### src/rtl/mc_pkg.sv
// Shared encodings for the multicycle control unit, its write-register mux and the datapath.
package mc_pkg;

    localparam int unsigned SP_INIT = 227;

    typedef enum logic [4:0] {
        ST_RST_SP   = 5'd0,
        ST_FETCH    = 5'd1,
        ST_IR_LOAD  = 5'd2,
        ST_DECODE   = 5'd3,
        ST_EXEC_R   = 5'd4,
        ST_WB_R     = 5'd5,
        ST_ADDI_EX  = 5'd6,
        ST_ADDI_WB  = 5'd7,
        ST_MEM_ADDR = 5'd8,
        ST_LW_RD    = 5'd9,
        ST_LW_WB    = 5'd10,
        ST_SW_WR    = 5'd11,
        ST_BEQ      = 5'd12,
        ST_JUMP     = 5'd13,
        ST_JAL      = 5'd14,
        ST_EXC      = 5'd15
    } state_e;

    localparam logic [5:0] OP_RTYPE = 6'h00;
    localparam logic [5:0] OP_J     = 6'h02;
    localparam logic [5:0] OP_JAL   = 6'h03;
    localparam logic [5:0] OP_BEQ   = 6'h04;
    localparam logic [5:0] OP_ADDI  = 6'h08;
    localparam logic [5:0] OP_LW    = 6'h23;
    localparam logic [5:0] OP_SW    = 6'h2B;

    localparam logic [5:0] FN_ADD = 6'h20;
    localparam logic [5:0] FN_SUB = 6'h22;
    localparam logic [5:0] FN_AND = 6'h24;

    typedef enum logic [1:0] {WR_RT = 2'b00, WR_RD = 2'b01, WR_RA = 2'b10, WR_SP = 2'b11} wr_sel_e;
    typedef enum logic [1:0] {WD_ALUOUT = 2'b00, WD_MDR = 2'b01, WD_PC = 2'b10, WD_SP_INIT = 2'b11} wd_sel_e;
    typedef enum logic [1:0] {ALUB_REG = 2'b00, ALUB_FOUR = 2'b01, ALUB_IMM = 2'b10, ALUB_IMM_SH2 = 2'b11} alu_b_e;
    typedef enum logic [2:0] {ALU_ADD = 3'b000, ALU_SUB = 3'b001, ALU_AND = 3'b010, ALU_PASS = 3'b111} alu_op_e;
    typedef enum logic [1:0] {PC_ALU = 2'b00, PC_ALUOUT = 2'b01, PC_JUMP = 2'b10, PC_EXC = 2'b11} pc_src_e;

    typedef struct packed {
        logic    pc_wr;
        logic    pc_wr_cond;
        logic    iord;
        logic    mem_wr;
        logic    ir_wr;
        logic    reg_wr;
        wr_sel_e wr_sel;
        wd_sel_e wd_sel;
        logic    alu_src_a;
        alu_b_e  alu_src_b;
        alu_op_e alu_op;
        pc_src_e pc_src;
        logic    epc_wr;
    } ctrl_t;

endpackage

### src/rtl/mc_control_fsm_if.sv
// Control-unit <-> datapath bundle: instruction fields and flags in, strobes and debug state out.
interface mc_control_fsm_if;
    logic [5:0] opcode;
    logic [5:0] funct;
    logic       zero;
    logic       overflow;
    logic       pc_wr;
    logic       pc_wr_cond;
    logic       iord;
    logic       mem_wr;
    logic       ir_wr;
    logic       reg_wr;
    logic [1:0] wr_sel;
    logic [1:0] wd_sel;
    logic       alu_src_a;
    logic [1:0] alu_src_b;
    logic [2:0] alu_op;
    logic [1:0] pc_src;
    logic       epc_wr;
    logic [4:0] state_o;

    modport master (
        input  opcode, funct, zero, overflow,
        output pc_wr, pc_wr_cond, iord, mem_wr, ir_wr, reg_wr, wr_sel, wd_sel,
               alu_src_a, alu_src_b, alu_op, pc_src, epc_wr, state_o
    );

    modport slave (
        output opcode, funct, zero, overflow,
        input  pc_wr, pc_wr_cond, iord, mem_wr, ir_wr, reg_wr, wr_sel, wd_sel,
               alu_src_a, alu_src_b, alu_op, pc_src, epc_wr, state_o
    );
endinterface

### src/rtl/mc_alu_dec.sv
// R-type funct decoder: ALU operation plus a flag marking supported funct codes.
module mc_alu_dec
    import mc_pkg::*;
(
    input  logic [5:0] funct,
    output alu_op_e    alu_op,
    output logic       valid
);

    always_comb begin
        alu_op = ALU_ADD;
        valid  = 1'b1;
        case (funct)
            FN_ADD:  alu_op = ALU_ADD;
            FN_SUB:  alu_op = ALU_SUB;
            FN_AND:  alu_op = ALU_AND;
            default: valid  = 1'b0;
        endcase
    end

endmodule

### src/rtl/mc_control_fsm.sv
// Multicycle MIPS-subset control unit: Moore FSM with registered strobes, $sp init after reset,
// and an exception path for bad opcode/funct or arithmetic overflow.
module mc_control_fsm
    import mc_pkg::*;
#(
    parameter logic [1:0] EXC_VEC_SEL = 2'b11
)(
    input  logic              clk,
    input  logic              reset_n,
    mc_control_fsm_if.master  bus
);

    state_e  state, state_nx;
    ctrl_t   ctrl;
    logic    armed;
    alu_op_e r_op;
    logic    r_valid;

    mc_alu_dec u_alu_dec (
        .funct  (bus.funct),
        .alu_op (r_op),
        .valid  (r_valid)
    );

    function automatic ctrl_t ctrl_for(input state_e s, input alu_op_e op);
        ctrl_t c;
        c = '0;
        case (s)
            ST_RST_SP:   begin c.reg_wr = 1'b1; c.wr_sel = WR_SP; c.wd_sel = WD_SP_INIT; end
            ST_FETCH:    begin c.alu_src_b = ALUB_FOUR; c.pc_wr = 1'b1; end
            ST_IR_LOAD:  c.ir_wr = 1'b1;
            ST_DECODE:   c.alu_src_b = ALUB_IMM_SH2;
            ST_EXEC_R:   begin c.alu_src_a = 1'b1; c.alu_src_b = ALUB_REG; c.alu_op = op; end
            ST_WB_R:     begin c.reg_wr = 1'b1; c.wr_sel = WR_RD; c.wd_sel = WD_ALUOUT; end
            ST_ADDI_EX,
            ST_MEM_ADDR: begin c.alu_src_a = 1'b1; c.alu_src_b = ALUB_IMM; end
            ST_ADDI_WB:  begin c.reg_wr = 1'b1; c.wr_sel = WR_RT; c.wd_sel = WD_ALUOUT; end
            ST_LW_RD:    c.iord = 1'b1;
            ST_LW_WB:    begin c.reg_wr = 1'b1; c.wr_sel = WR_RT; c.wd_sel = WD_MDR; end
            ST_SW_WR:    begin c.iord = 1'b1; c.mem_wr = 1'b1; end
            ST_BEQ:      begin
                c.alu_src_a = 1'b1; c.alu_src_b = ALUB_REG; c.alu_op = ALU_SUB;
                c.pc_wr_cond = 1'b1; c.pc_src = PC_ALUOUT;
            end
            ST_JUMP:     begin c.pc_wr = 1'b1; c.pc_src = PC_JUMP; end
            ST_JAL:      begin
                c.reg_wr = 1'b1; c.wr_sel = WR_RA; c.wd_sel = WD_PC;
                c.pc_wr = 1'b1; c.pc_src = PC_JUMP;
            end
            ST_EXC:      begin
                c.alu_src_b = ALUB_FOUR; c.alu_op = ALU_SUB; c.epc_wr = 1'b1;
                c.pc_wr = 1'b1; c.pc_src = pc_src_e'(EXC_VEC_SEL);
            end
            default:     c = '0;
        endcase
        return c;
    endfunction

    always_comb begin
        state_nx = ST_FETCH;
        case (state)
            ST_RST_SP:   state_nx = armed ? ST_FETCH : ST_RST_SP;
            ST_FETCH:    state_nx = ST_IR_LOAD;
            ST_IR_LOAD:  state_nx = ST_DECODE;
            ST_DECODE: begin
                case (bus.opcode)
                    OP_RTYPE:     state_nx = ST_EXEC_R;
                    OP_ADDI:      state_nx = ST_ADDI_EX;
                    OP_LW, OP_SW: state_nx = ST_MEM_ADDR;
                    OP_BEQ:       state_nx = ST_BEQ;
                    OP_J:         state_nx = ST_JUMP;
                    OP_JAL:       state_nx = ST_JAL;
                    default:      state_nx = ST_EXC;
                endcase
            end
            // Overflow only matters for add/sub; an unsupported funct faults regardless.
            ST_EXEC_R: begin
                if (!r_valid || (bus.overflow && r_op != ALU_AND)) state_nx = ST_EXC;
                else                                               state_nx = ST_WB_R;
            end
            ST_ADDI_EX:  state_nx = bus.overflow ? ST_EXC : ST_ADDI_WB;
            ST_MEM_ADDR: state_nx = (bus.opcode == OP_LW) ? ST_LW_RD : ST_SW_WR;
            ST_LW_RD:    state_nx = ST_LW_WB;
            default:     state_nx = ST_FETCH;
        endcase
    end

    // Strobes are registered from the next state so they line up with state_o. The first edge
    // after reset release holds RST_SP and turns its strobes on, giving one visible $sp-write cycle.
    always_ff @(posedge clk or negedge reset_n) begin
        if (!reset_n) begin
            state <= ST_RST_SP;
            ctrl  <= '0;
            armed <= 1'b0;
        end else begin
            state <= state_nx;
            ctrl  <= ctrl_for(state_nx, r_op);
            armed <= 1'b1;
        end
    end

    assign bus.pc_wr      = ctrl.pc_wr | (ctrl.pc_wr_cond & bus.zero);
    assign bus.pc_wr_cond = ctrl.pc_wr_cond;
    assign bus.iord       = ctrl.iord;
    assign bus.mem_wr     = ctrl.mem_wr;
    assign bus.ir_wr      = ctrl.ir_wr;
    assign bus.reg_wr     = ctrl.reg_wr;
    assign bus.wr_sel     = ctrl.wr_sel;
    assign bus.wd_sel     = ctrl.wd_sel;
    assign bus.alu_src_a  = ctrl.alu_src_a;
    assign bus.alu_src_b  = ctrl.alu_src_b;
    assign bus.alu_op     = ctrl.alu_op;
    assign bus.pc_src     = ctrl.pc_src;
    assign bus.epc_wr     = ctrl.epc_wr;
    assign bus.state_o    = state;

endmodule

### src/flat_wrapper.sv
// flat-port wrapper written by rule: the top's interface ports become plain ports
module mc_control_fsm_flat import mc_pkg::*;
#(
    parameter logic [1:0] EXC_VEC_SEL = 2'b11
)
  (clk, reset_n, bus_opcode, bus_funct, bus_zero, bus_overflow, bus_pc_wr, bus_pc_wr_cond, bus_iord, bus_mem_wr, bus_ir_wr, bus_reg_wr, bus_wr_sel, bus_wd_sel, bus_alu_src_a, bus_alu_src_b, bus_alu_op, bus_pc_src, bus_epc_wr, bus_state_o);
  mc_control_fsm_if bus_i ();
  input  logic clk;
  input  logic reset_n;
  input wire logic [$bits(bus_i.opcode)-1:0] bus_opcode;
  input wire logic [$bits(bus_i.funct)-1:0] bus_funct;
  input wire logic [$bits(bus_i.zero)-1:0] bus_zero;
  input wire logic [$bits(bus_i.overflow)-1:0] bus_overflow;
  output wire logic [$bits(bus_i.pc_wr)-1:0] bus_pc_wr;
  output wire logic [$bits(bus_i.pc_wr_cond)-1:0] bus_pc_wr_cond;
  output wire logic [$bits(bus_i.iord)-1:0] bus_iord;
  output wire logic [$bits(bus_i.mem_wr)-1:0] bus_mem_wr;
  output wire logic [$bits(bus_i.ir_wr)-1:0] bus_ir_wr;
  output wire logic [$bits(bus_i.reg_wr)-1:0] bus_reg_wr;
  output wire logic [$bits(bus_i.wr_sel)-1:0] bus_wr_sel;
  output wire logic [$bits(bus_i.wd_sel)-1:0] bus_wd_sel;
  output wire logic [$bits(bus_i.alu_src_a)-1:0] bus_alu_src_a;
  output wire logic [$bits(bus_i.alu_src_b)-1:0] bus_alu_src_b;
  output wire logic [$bits(bus_i.alu_op)-1:0] bus_alu_op;
  output wire logic [$bits(bus_i.pc_src)-1:0] bus_pc_src;
  output wire logic [$bits(bus_i.epc_wr)-1:0] bus_epc_wr;
  output wire logic [$bits(bus_i.state_o)-1:0] bus_state_o;
  assign bus_i.opcode = bus_opcode;
  assign bus_i.funct = bus_funct;
  assign bus_i.zero = bus_zero;
  assign bus_i.overflow = bus_overflow;
  assign bus_pc_wr = bus_i.pc_wr;
  assign bus_pc_wr_cond = bus_i.pc_wr_cond;
  assign bus_iord = bus_i.iord;
  assign bus_mem_wr = bus_i.mem_wr;
  assign bus_ir_wr = bus_i.ir_wr;
  assign bus_reg_wr = bus_i.reg_wr;
  assign bus_wr_sel = bus_i.wr_sel;
  assign bus_wd_sel = bus_i.wd_sel;
  assign bus_alu_src_a = bus_i.alu_src_a;
  assign bus_alu_src_b = bus_i.alu_src_b;
  assign bus_alu_op = bus_i.alu_op;
  assign bus_pc_src = bus_i.pc_src;
  assign bus_epc_wr = bus_i.epc_wr;
  assign bus_state_o = bus_i.state_o;
  mc_control_fsm #(.EXC_VEC_SEL(EXC_VEC_SEL)) u_core (.clk(clk), .reset_n(reset_n), .bus(bus_i));
endmodule
### config.mk
export PLATFORM = sky130hd
export DESIGN_NAME = mc_control_fsm_flat
export DESIGN_NICKNAME = d
export VERILOG_FILES = /design/src/rtl/mc_pkg.sv /design/src/rtl/mc_control_fsm_if.sv /design/src/rtl/mc_alu_dec.sv /design/src/rtl/mc_control_fsm.sv /design/src/flat_wrapper.sv
export SDC_FILE = /design/constraint.sdc
export NUM_CORES = 1
export LEC_CHECK = 0
export CELL_PAD_IN_SITES_DETAIL_PLACEMENT = 1
export CELL_PAD_IN_SITES_GLOBAL_PLACEMENT = 1
export CORE_ASPECT_RATIO = 2
export CORE_UTILIZATION = 25
export DETAILED_ROUTE_END_ITERATION = 7
export PLACE_DENSITY = 0.6
export SYNTH_ARGS = -nofsm -noshare
export SYNTH_HDL_FRONTEND = slang
export SYNTH_SLANG_ARGS = --single-unit
export TNS_END_PERCENT = 5
### constraint.sdc
create_clock -name clk -period 2.75 [get_ports clk]
set_clock_uncertainty 0.15 [all_clocks]
set_input_delay 0.825 -clock clk [delete_from_list [all_inputs] [get_ports clk]]
set_output_delay 0.825 -clock clk [all_outputs]
set_load 0.01 [all_outputs]
# --- Word level (Yosys, flattened, before mapping) ---
# Index checks and enable logic that the tools add are counted.
# Widths: inputs -> output; s select.
word_totals:
  mem_count: 0
  regBits: 24
  inputBits: 16
  ramBits: 0
  out_inout_bits: 24
  romBits: 0
  latch_bits: 0
classes:
  n_lt_le_gt_ge: 0
  shifts: 0
  n_eq_ne: 32
  n_bitwise: 2
  div: 0
  add_sub_neg: 0
  muxes: 19
  reduce_logical: 15
  n_mul: 0
ops:
  columns: ["cell", "n"]
  rows:
  - ["$eq 5x4->1 const B", 10]
  - ["$pmux 5 s8", 1]
  - ["$eq 5x3->1 const B", 6]
  - ["$eq 6x6->1 const B", 5]
  - ["$pmux 5 s5", 1]
  - ["$pmux 4 s6", 1]
  - ["$eq 5x2->1 const B", 4]
  - ["$eq 6x2->1 const B", 2]
  - ["$pmux 2 s3", 2]
  - ["$reduce_or 2->1", 6]
  - ["$eq 5x1->1 const B", 2]
  - ["$logic_not 5->1", 2]
  - ["$mux 1", 9]
  - ["$mux 4", 2]
  - ["$pmux 2 s2", 2]
  - ["$reduce_or 4->1", 2]
  - ["$eq 6x3->1 const B", 1]
  - ["$eq 6x4->1 const B", 1]
  - ["$logic_not 6->1", 1]
  - ["$reduce_or 3->1", 1]
  - ["$mux 2", 1]
  - ["$ne 2x2->1 const B", 1]
  - ["$and 1x1->1", 1]
  - ["$logic_and 1x1->1", 1]
  - ["3 further kinds", 3]

# --- Logic depth before layout (Yosys ltp) ---
# Gate-level depths: netlist of the first run.
depth:
  ltp_word: 10
  ltp_mapped: 8

# --- Modules after synthesis ---
# A second synthesis of the first run with hierarchy kept.
unflattened:
  hier_cells: 135
  hier_area_um2: 1282.5
by_module_without_submodules:
  columns: ["module", "cells_each", "area_each_um2", "n_inst"]
  rows:
  - ["mc_control_fsm", 129, 1227.4, 1]
  - ["mc_alu_dec", 6, 55.1, 1]

# --- Least setup slack after synthesis of the first run ---
# No wires, ideal clock.
synth_path:
  path_type: "input -> register"
  startpoint: "input bus_funct[0]"
  endpoint: "register u_core.ctrl, in the netlist u_core.bus.reg_wr"
  arrival_time_ps: 2563
  n_path_buf: 0
  path_slack_ps: -87
  path_stages: 6
  cell_sequence: "or4b_4 o21ai_2 or4b_4 a31oi_4 mux2i_1 o21ai_1"
synth_via:
  elab_chain_cells: 9
  elab_cells_between_ends: 18
  classes_between: "eq/ne: 8; mux: 5; reduce/logical: 5"
synth_lines:
  columns: ["element", "line_no", "rtl"]
  rows:
  - ["start, declared", "flat_wrapper.sv:11", "input wire logic [$bits(bus_i.funct)-1:0] bus_funct;"]
  - ["$eq 6x6->1", "mc_alu_dec.sv:13", "case (funct)"]
  - ["$pmux 2 s2 / $reduce_or 3->1 (equally long branches)", null, null]
  - ["$ne 2x2->1 / $mux 1 (equally long branches)", "mc_control_fsm.sv:78, mc_alu_dec.sv:13", null]
  - ["$logic_and 1x1->1 / $logic_not 1->1 (equally long branches)", "mc_control_fsm.sv:78", "if (!r_valid || (bus.overflow && r_op != ALU_AND)) state_nx = ST_EXC;"]
  - ["$logic_or 1x1->1 *", "mc_control_fsm.sv:78", null]
  - ["$mux 4 *", "mc_control_fsm.sv:78", null]
  - ["$pmux 5 s8 *", "mc_control_fsm.sv:61", "case (state)"]
  - ["$eq 5x4->1, or another cell as far along", "mc_control_fsm.sv:28", "case (s)"]
  - ["$pmux 5 s5 *", "mc_control_fsm.sv:28", null]
  - ["end signal, assigned", "mc_control_fsm.sv:97", "ctrl <= ctrl_for(state_nx, r_op);"]
  - ["end, declared", "mc_control_fsm.sv:14", "ctrl_t ctrl;"]
# Mark *: on every way between the ends. The rest lies on a longest branch, timed or not.

# --- Worst setup path after layout of the first run ---
layout_path:
  startpoint: "input bus_funct[4]"
  endpoint: "register u_core.ctrl[18] (netlist name)"
layout_via:
  elab_chain_cells: 10
  elab_cells_between_ends: 18
  classes_between: "eq/ne: 8; mux: 5; reduce/logical: 5"
layout_lines:
  columns: ["element", "line_no"]
  rows:
  - ["$eq 6x6->1", "mc_alu_dec.sv:13"]
  - ["$pmux 2 s2 / $reduce_or 3->1 (equally long branches)", null]
  - ["$ne 2x2->1 / $mux 1 (equally long branches)", "mc_control_fsm.sv:78, mc_alu_dec.sv:13"]
  - ["$logic_and 1x1->1 / $logic_not 1->1 (equally long branches)", "mc_control_fsm.sv:78"]
  - ["$logic_or 1x1->1 *", "mc_control_fsm.sv:78"]
  - ["$mux 4 *", "mc_control_fsm.sv:78"]
  - ["$pmux 5 s8 *", "mc_control_fsm.sv:61"]
  - ["$eq 5x1->1 / $eq 5x4->1 (equally long branches)", "mc_control_fsm.sv:28"]
  - ["$reduce_or 4->1 (no line) *", null]
  - ["$mux 1 *", "mc_control_fsm.sv:28"]
# Marked as above.

==> results.md, run 1 <==
* Cell family with most CP delay: simple AND/OR/NAND/NOR gates
* Post-synth EDFFs at 0
* Worst-Skew Late Latency at 0.26 ns
* Area grow syn2layout at 57.0%
* CTS Buf Count at 3
* Port bufs at 37
* WP buf/inv at 3
* Cell Chain, Critical Path: buf_6 -> or4b_4 -> o21ai_2 -> or4b_4 -> a31oi_4 -> buf_12 -> buf_4 -> a21oi_1 -> o21ai_1
* Mean Syn Cell Area at 9.89 um2
* Yosys reg bits at 22
* Mux cell area share after synthesis at 2.68%
* Most frequent CP cell: or4b_4
* GRT Residual Overflow at 0
* Total Die Area at 4960 um2
* Slew Limit Fails at 0
* Worst-margin pin slew at 0.481 ns
* Hold Fails Final Rpt at 0
* Critical Path Sink Type: flip-flop
* Global-route wire length before repair at 5520 um
* HP Class: reg2reg
* HP Start: u_core.bus.state_o[1]
* Final setup margin at 0.0184 ns
* Post-Route Utilization at 41.4%
* Slew HR at 67.5%
* Inst Count DP at 222
* Compound-Gate Fraction of Synth Area at 16.2%
* CTS tree: yes
* Vias per inst at 4.63
* Top-area cell type share of the netlist area at 47.2%
* Largest net degree at the start of global routing at 23
* Ratio of cells with drive above 1 in the final layout at 34.7%
* Slowest-stage cell, CP: or4b_4
* DRC at 0
* Worst EP arrival at 2.77 ns
* Antenna Nets Post-Route at 0
* Initial core utilization at 26.4%
* Root buf cell: clkbuf_8
* Dpl hpwl at 2800 um
* Top post-synthesis cells by area: dfrtp_1, buf_4, a21oi_1
* Warnings, synthesis at 0
* Placed instance area at 1710 um2
* H-tree levels at 1
* Final setup violation count at 0
* Most common cell in the netlist: dfrtp_1
* Hold_buf cts at 0
* XOR/XNOR Fraction of Synth Area at 0.750%
* Async S/R FF share, synth at 100%
* Largest area contributor in the netlist: dfrtp_1
* Seq/Total Area, Yosys at 47.2%
* Main combinational cell family by area after synthesis: simple AND/OR/NAND/NOR gates
* Critical Path Fanout Max at 6
* Worst path max stage delay at 0.54 ns
* I/O Pins at 40
* RD Place Congestion at 0.874
* Min Clock Period, post-route at 2.73 ns
* Max Fclk at 366 MHz
* Sink Count at 22
* Netlist Area Pre-Place at 1170 um2
* Drt first pass iters at 4
* Final period util at 99.3%
* Non-Filler Instances at 230
* Nets at 193
* CORE AREA at 4420 um2
* Post-synthesis adder-cell area fraction at 0%
* Crit path launch type: input port
* Setup crit start: bus_funct[4]
* Post-Route WL at 3530 um
* Pwr Density at 1110 nW/um2
* Vias after detailed routing at 1,065
* Initial DRC count at 15
* Fill cells at 523
* Vias in the first global route at 1,169
* Run status: completed
* Worst ir drop on vdd at 0.000390 V
* Top FF cell, synth: dfrtp_1
* Antenna violations before repair at 0
* Pre-CTS setup slack at -0.621 ns
* Fin area at 1830 um2
* Critical Path RT at 2.78 ns
* WL/cell at 15.3 um
* Crit Path Category: in2reg
* Leakage at 0.840 nW
* Total Routing Usage GR at 15.0%
* Commonest cells in the netlist: dfrtp_1, buf_4, nor2_1, a21oi_1, nand2_1
* Reg2reg start: u_core.bus.state_o[2]
* Max Cap Viol at 0
* Die height at 98.6 um
* Cell count after synthesis at 118
* RSZ-0062 raised after global routing: yes
* CTS Buffer Depth at 2
* Cell row count at 34
* Min Hold Slack at 0.405 ns
* Clk slew on worst S/H paths at 0.08 ns
* Die W at 50.3 um
* Post-synthesis simple-gate area fraction at 22.4%
* Netlist cell types at 41
* Antenna cells at 0
-- cell families (layout without fill, tap and decap cells) --
family | Yosys count | in the layout
other | 2 | 3
flip-flops | 22 | 22
multiplexers | 3 | 3
buffers and inverters | 19 | 76
AO/OA/AOI/OAI | 27 | 27
AND/OR/NAND/NOR | 44 | 44
XOR/XNOR | 1 | 1
-- placed cells by master (no fill, tap or decap), drive strengths merged, types with 4 or more instances in the layout --
cell           count
dlygate4sd2        8
clkdlybuf4s50     24
and2               4
nor2              12
o21ai              6
clkbuf             6
a21oi              9
dfrtp             22
inv                4
nand2              7
buf               33
-- metrics by stage --
step / power, W / setup TNS [ns]
after floorplan: 0.00108 / -0.154
after global placement: 0.00158 / -7.15
after detailed placement: 0.00161 / -8.42
after CTS: 0.00199 / -0.0443
after global routing: 0.00215 / -0.177
final: 0.00204 / 0
-- sequential cells by signal, indices dropped and copies added, names as in the netlist, 2 cells and up --
name and count:
u_core.bus.state_o 4, u_core.bus.alu_op 2, u_core.bus.pc_src 2, u_core.bus.alu_src_b 2, u_core.bus.wd_sel 2
-- final timing paths --
kind	to	slack (ns)	depth (start not counted)
min in group asynchronous	u_core.bus.wd_sel[1]	0.76	2
hold / removal	u_core.bus.ir_wr	0.40	1
hold reg to reg	u_core.bus.ir_wr	0.40	1
max in group asynchronous	u_core.bus.wr_sel[0]	1.47	2
setup / recovery	u_core.ctrl[18]	0.02	9
setup reg to reg	u_core.bus.alu_src_a	0.36	8
-- final cells by class --
class,count,area [um2],area share [%]
inverter,4,15.0,0.819
timing repair buffer,68,598,32.6
tap,54,67.6,3.69
multi-input combinational,78,547,29.8
clock buffer,4,55.1,3.00
sequential,22,551,30.0
-- routing by layer --
layer,up-vias,GRT usage (%),share of wire [%]
met1,534,11.7,30
li1,506,-,-
met5,-,0,0
met2,23,31.9,66
met3,2,0.463,1.8
met4,0,10.0,1.6
-- power by group --
group / switching [W] / leakage (nW) / internal, W
clock: 0.0000993 / 0.0288 / 0.000127
combinational: 0.000635 / 0.522 / 0.000680
sequential: 0.0000714 / 0.289 / 0.000425
-- repair_timing --
| action | in CTS | in global routing |
|---|---|---|
| endpoints found under the hold margin | 0 | 0 |
| resized for setup | 27 | 11 |
| endpoints found under the setup margin | 16 | 14 |
| buffers inserted | 2 | 2 |
| pin swaps | 7 | 8 |
(Power assumes the default switching activity.)
==> run 2: changes to the inputs <==
- CORE_UTILIZATION: 25 -> 33
- PLACE_DENSITY: 0.6 -> 0.76
- TNS_END_PERCENT: 5 -> default
==> results.md, run 2 (synthesis results as in run 1) <==
* Die height at 86.1 um (-13%)
* CTS Buf Count at 3 (unchanged)
* Area grow syn2layout at 52.7%
* Root buf cell: clkbuf_8
* Nets at 191 (-1.0%)
* WL/cell at 15.9 um (+3.4%)
* Highest-count cells in the layout ignoring fill and taps: buf_4, clkdlybuf4s50_1, dfrtp_1
* Busiest grt layer: met2
* H-tree levels at 1 (unchanged)
* Critical Path Fanout Max at 4 (-2)
* RSZ-0062 raised after global routing: yes
* Post-Route WL at 3270 um (-7.4%)
* Final setup margin at -0.000425 ns (-0.0188 ns)
* Met1 usage at 16.1% (+4.4 points)
* Worst-Skew Late Latency at 0.27 ns (about the same)
* Worst EP arrival at 2.75 ns (-0.02 ns)
* DRC at 0 (unchanged)
* Dpl hpwl at 2600 um (-7.2%)
* Critical Path RT at 2.75 ns (-0.03 ns)
* CORE AREA at 3380 um2 (-24%)
* Cell row count at 30 (-12%)
* Vias after detailed routing at 1,070 (+0.47%)
* Leakage at 0.821 nW (-2.2%)
* Crit Path Category: in2reg
* Final period util at 100% (+0.68 points)
* Total Die Area at 3790 um2 (-24%)
* Largest net degree at the start of global routing at 23 (unchanged)
* Final setup violation count at 1 (+1)
* Ratio of cells with drive above 1 in the final layout at 32.8% (-1.9 points)
* Max Cap Viol at 0 (unchanged)
* Crit path launch type: input port
* GR Layer Usage met2 at 36.9% (+5.0 points)
* CTS tree: yes
* Max Fclk at 364 MHz (-0.68%)
* Total power draw at 0.00196 W (-4.1%)
* Die W at 44.1 um (-12%)
* Hold Fails Final Rpt at 0 (unchanged)
* Drt first pass iters at 6 (+2)
* Port bufs at 37 (unchanged)
* Vias per inst at 5.19 (+12%)
* Antenna Nets Post-Route at 0 (unchanged)
* Failing checks: negative setup slack
* Sink Count at 22 (unchanged)
* Vias in the first global route at 1,199 (+2.6%)
* RD Place Congestion at 0.786 (-10%)
* Worst ir drop on vdd at 0.000498 V (+28%)
* Most common cell after layout, fill and taps aside: buf_4
* Clk slew on worst S/H paths at 0.08 ns (about the same)
* Fill cells at 397 (-24%)
* Min Hold Slack at 0.537 ns (+0.132 ns)
* Post-Route Utilization at 52.8% (+11 points)
* Pwr Density at 1100 nW/um2 (-1.4%)
* CTS Buffer Depth at 2 (unchanged)
* Slew Limit Fails at 0 (unchanged)
* GR Util met3 at 3.58% (+3.1 points)
* Antenna cells at 0 (unchanged)
* Initial DRC count at 17 (+2)
* Critical Path Sink Type: flip-flop
* I/O Pins at 40 (unchanged)
* Total Routing Usage GR at 18.9% (+3.9 points)
* Min Clock Period, post-route at 2.75 ns (+0.0188 ns)
* Global-route wire length before repair at 5280 um (-4.4%)
* HP Class: reg2reg
* Run status: finished with violations
* Initial core utilization at 34.6% (+8.2 points)
* Max reg flops at 4 (unchanged)
* GRT Residual Overflow at 0 (unchanged)
* Antenna violations before repair at 0 (unchanged)
## run 2: per-stage QoR
step | area (um2) | worst slack (ns) | setup TNS, ns | std cells
after floorplan | 1170 | -0.0641 | -0.147 | 119
after global routing | 1780 | -0.0515 | -0.0593 | 206
final | 1780 | -0.000425 | -0.000425 | 206
after global placement | 1670 | -0.544 | -7.32 | 198
after detailed placement | 1670 | -0.621 | -8.24 | 198
after CTS | 1760 | -0.00177 | -0.00177 | 206
## run 2: path summary, 6_finish.rpt
path / start / end / slack, ns / cells past startpoint
setup / recovery: bus_funct[4] / u_core.bus.alu_src_b[1] / -0.0004 / 8
hold / removal: u_core.bus.state_o[2] / u_core.bus.iord / 0.54 / 1
setup reg to reg: u_core.bus.state_o[1] / u_core.bus.alu_src_b[1] / 0.37 / 7
hold reg to reg: u_core.bus.state_o[2] / u_core.bus.iord / 0.54 / 1
max in group asynchronous: reset_n / u_core.bus.alu_src_b[0] / 1.47 / 2
min in group asynchronous: reset_n / u_core.bus.state_o[1] / 0.76 / 2
## run 2: per-layer routing
layer  wire [um]  up-vias
li1            -      500
met1        1060      530
met2        2020       31
met3          80        9
met4         107        0
met5           0        -
## run 2: where the power goes
group	internal, W	switching (W)	leakage, nW
sequential	0.000425	0.0000891	0.289
clock	0.000128	0.000104	0.0288
combinational	0.000633	0.000577	0.503
total	0.00119	0.000769	0.821
## run 2: area by class of cell
type,count,area (um2),share of cell area (%)
Clock buffer,4,55.1,3.09
Inverter,4,16.3,0.912
Timing Repair Buffer,66,577,32.4
Sequential cell,22,551,30.9
Multi-Input combinational cell,78,544,30.5
Tap cell,32,40.0,2.25
## run 2: worst max-delay path, cell delays in order
cell	delay [ns]
buf_6	0.09
or4b_4	0.53
o21ai_2	0.13
or4b_4	0.50
a31oi_4	0.25
buf_6	0.14
mux2i_2	0.20
o21ai_1	0.08
## run 2: timing repair
action,CTS,global route
cloned,0,0
hold endpoints to repair,0,0
setup endpoints to repair,17,8
buffers inserted,4,0
hold buffers,0,0
resized for setup,32,6
pin swaps,9,5
==> run 3: changes to the inputs <==
- CTS_CLUSTER_DIAMETER: default -> 40
==> results of run 3 <==
No change in the layout: final DEF, timing and power equal those of run 2.
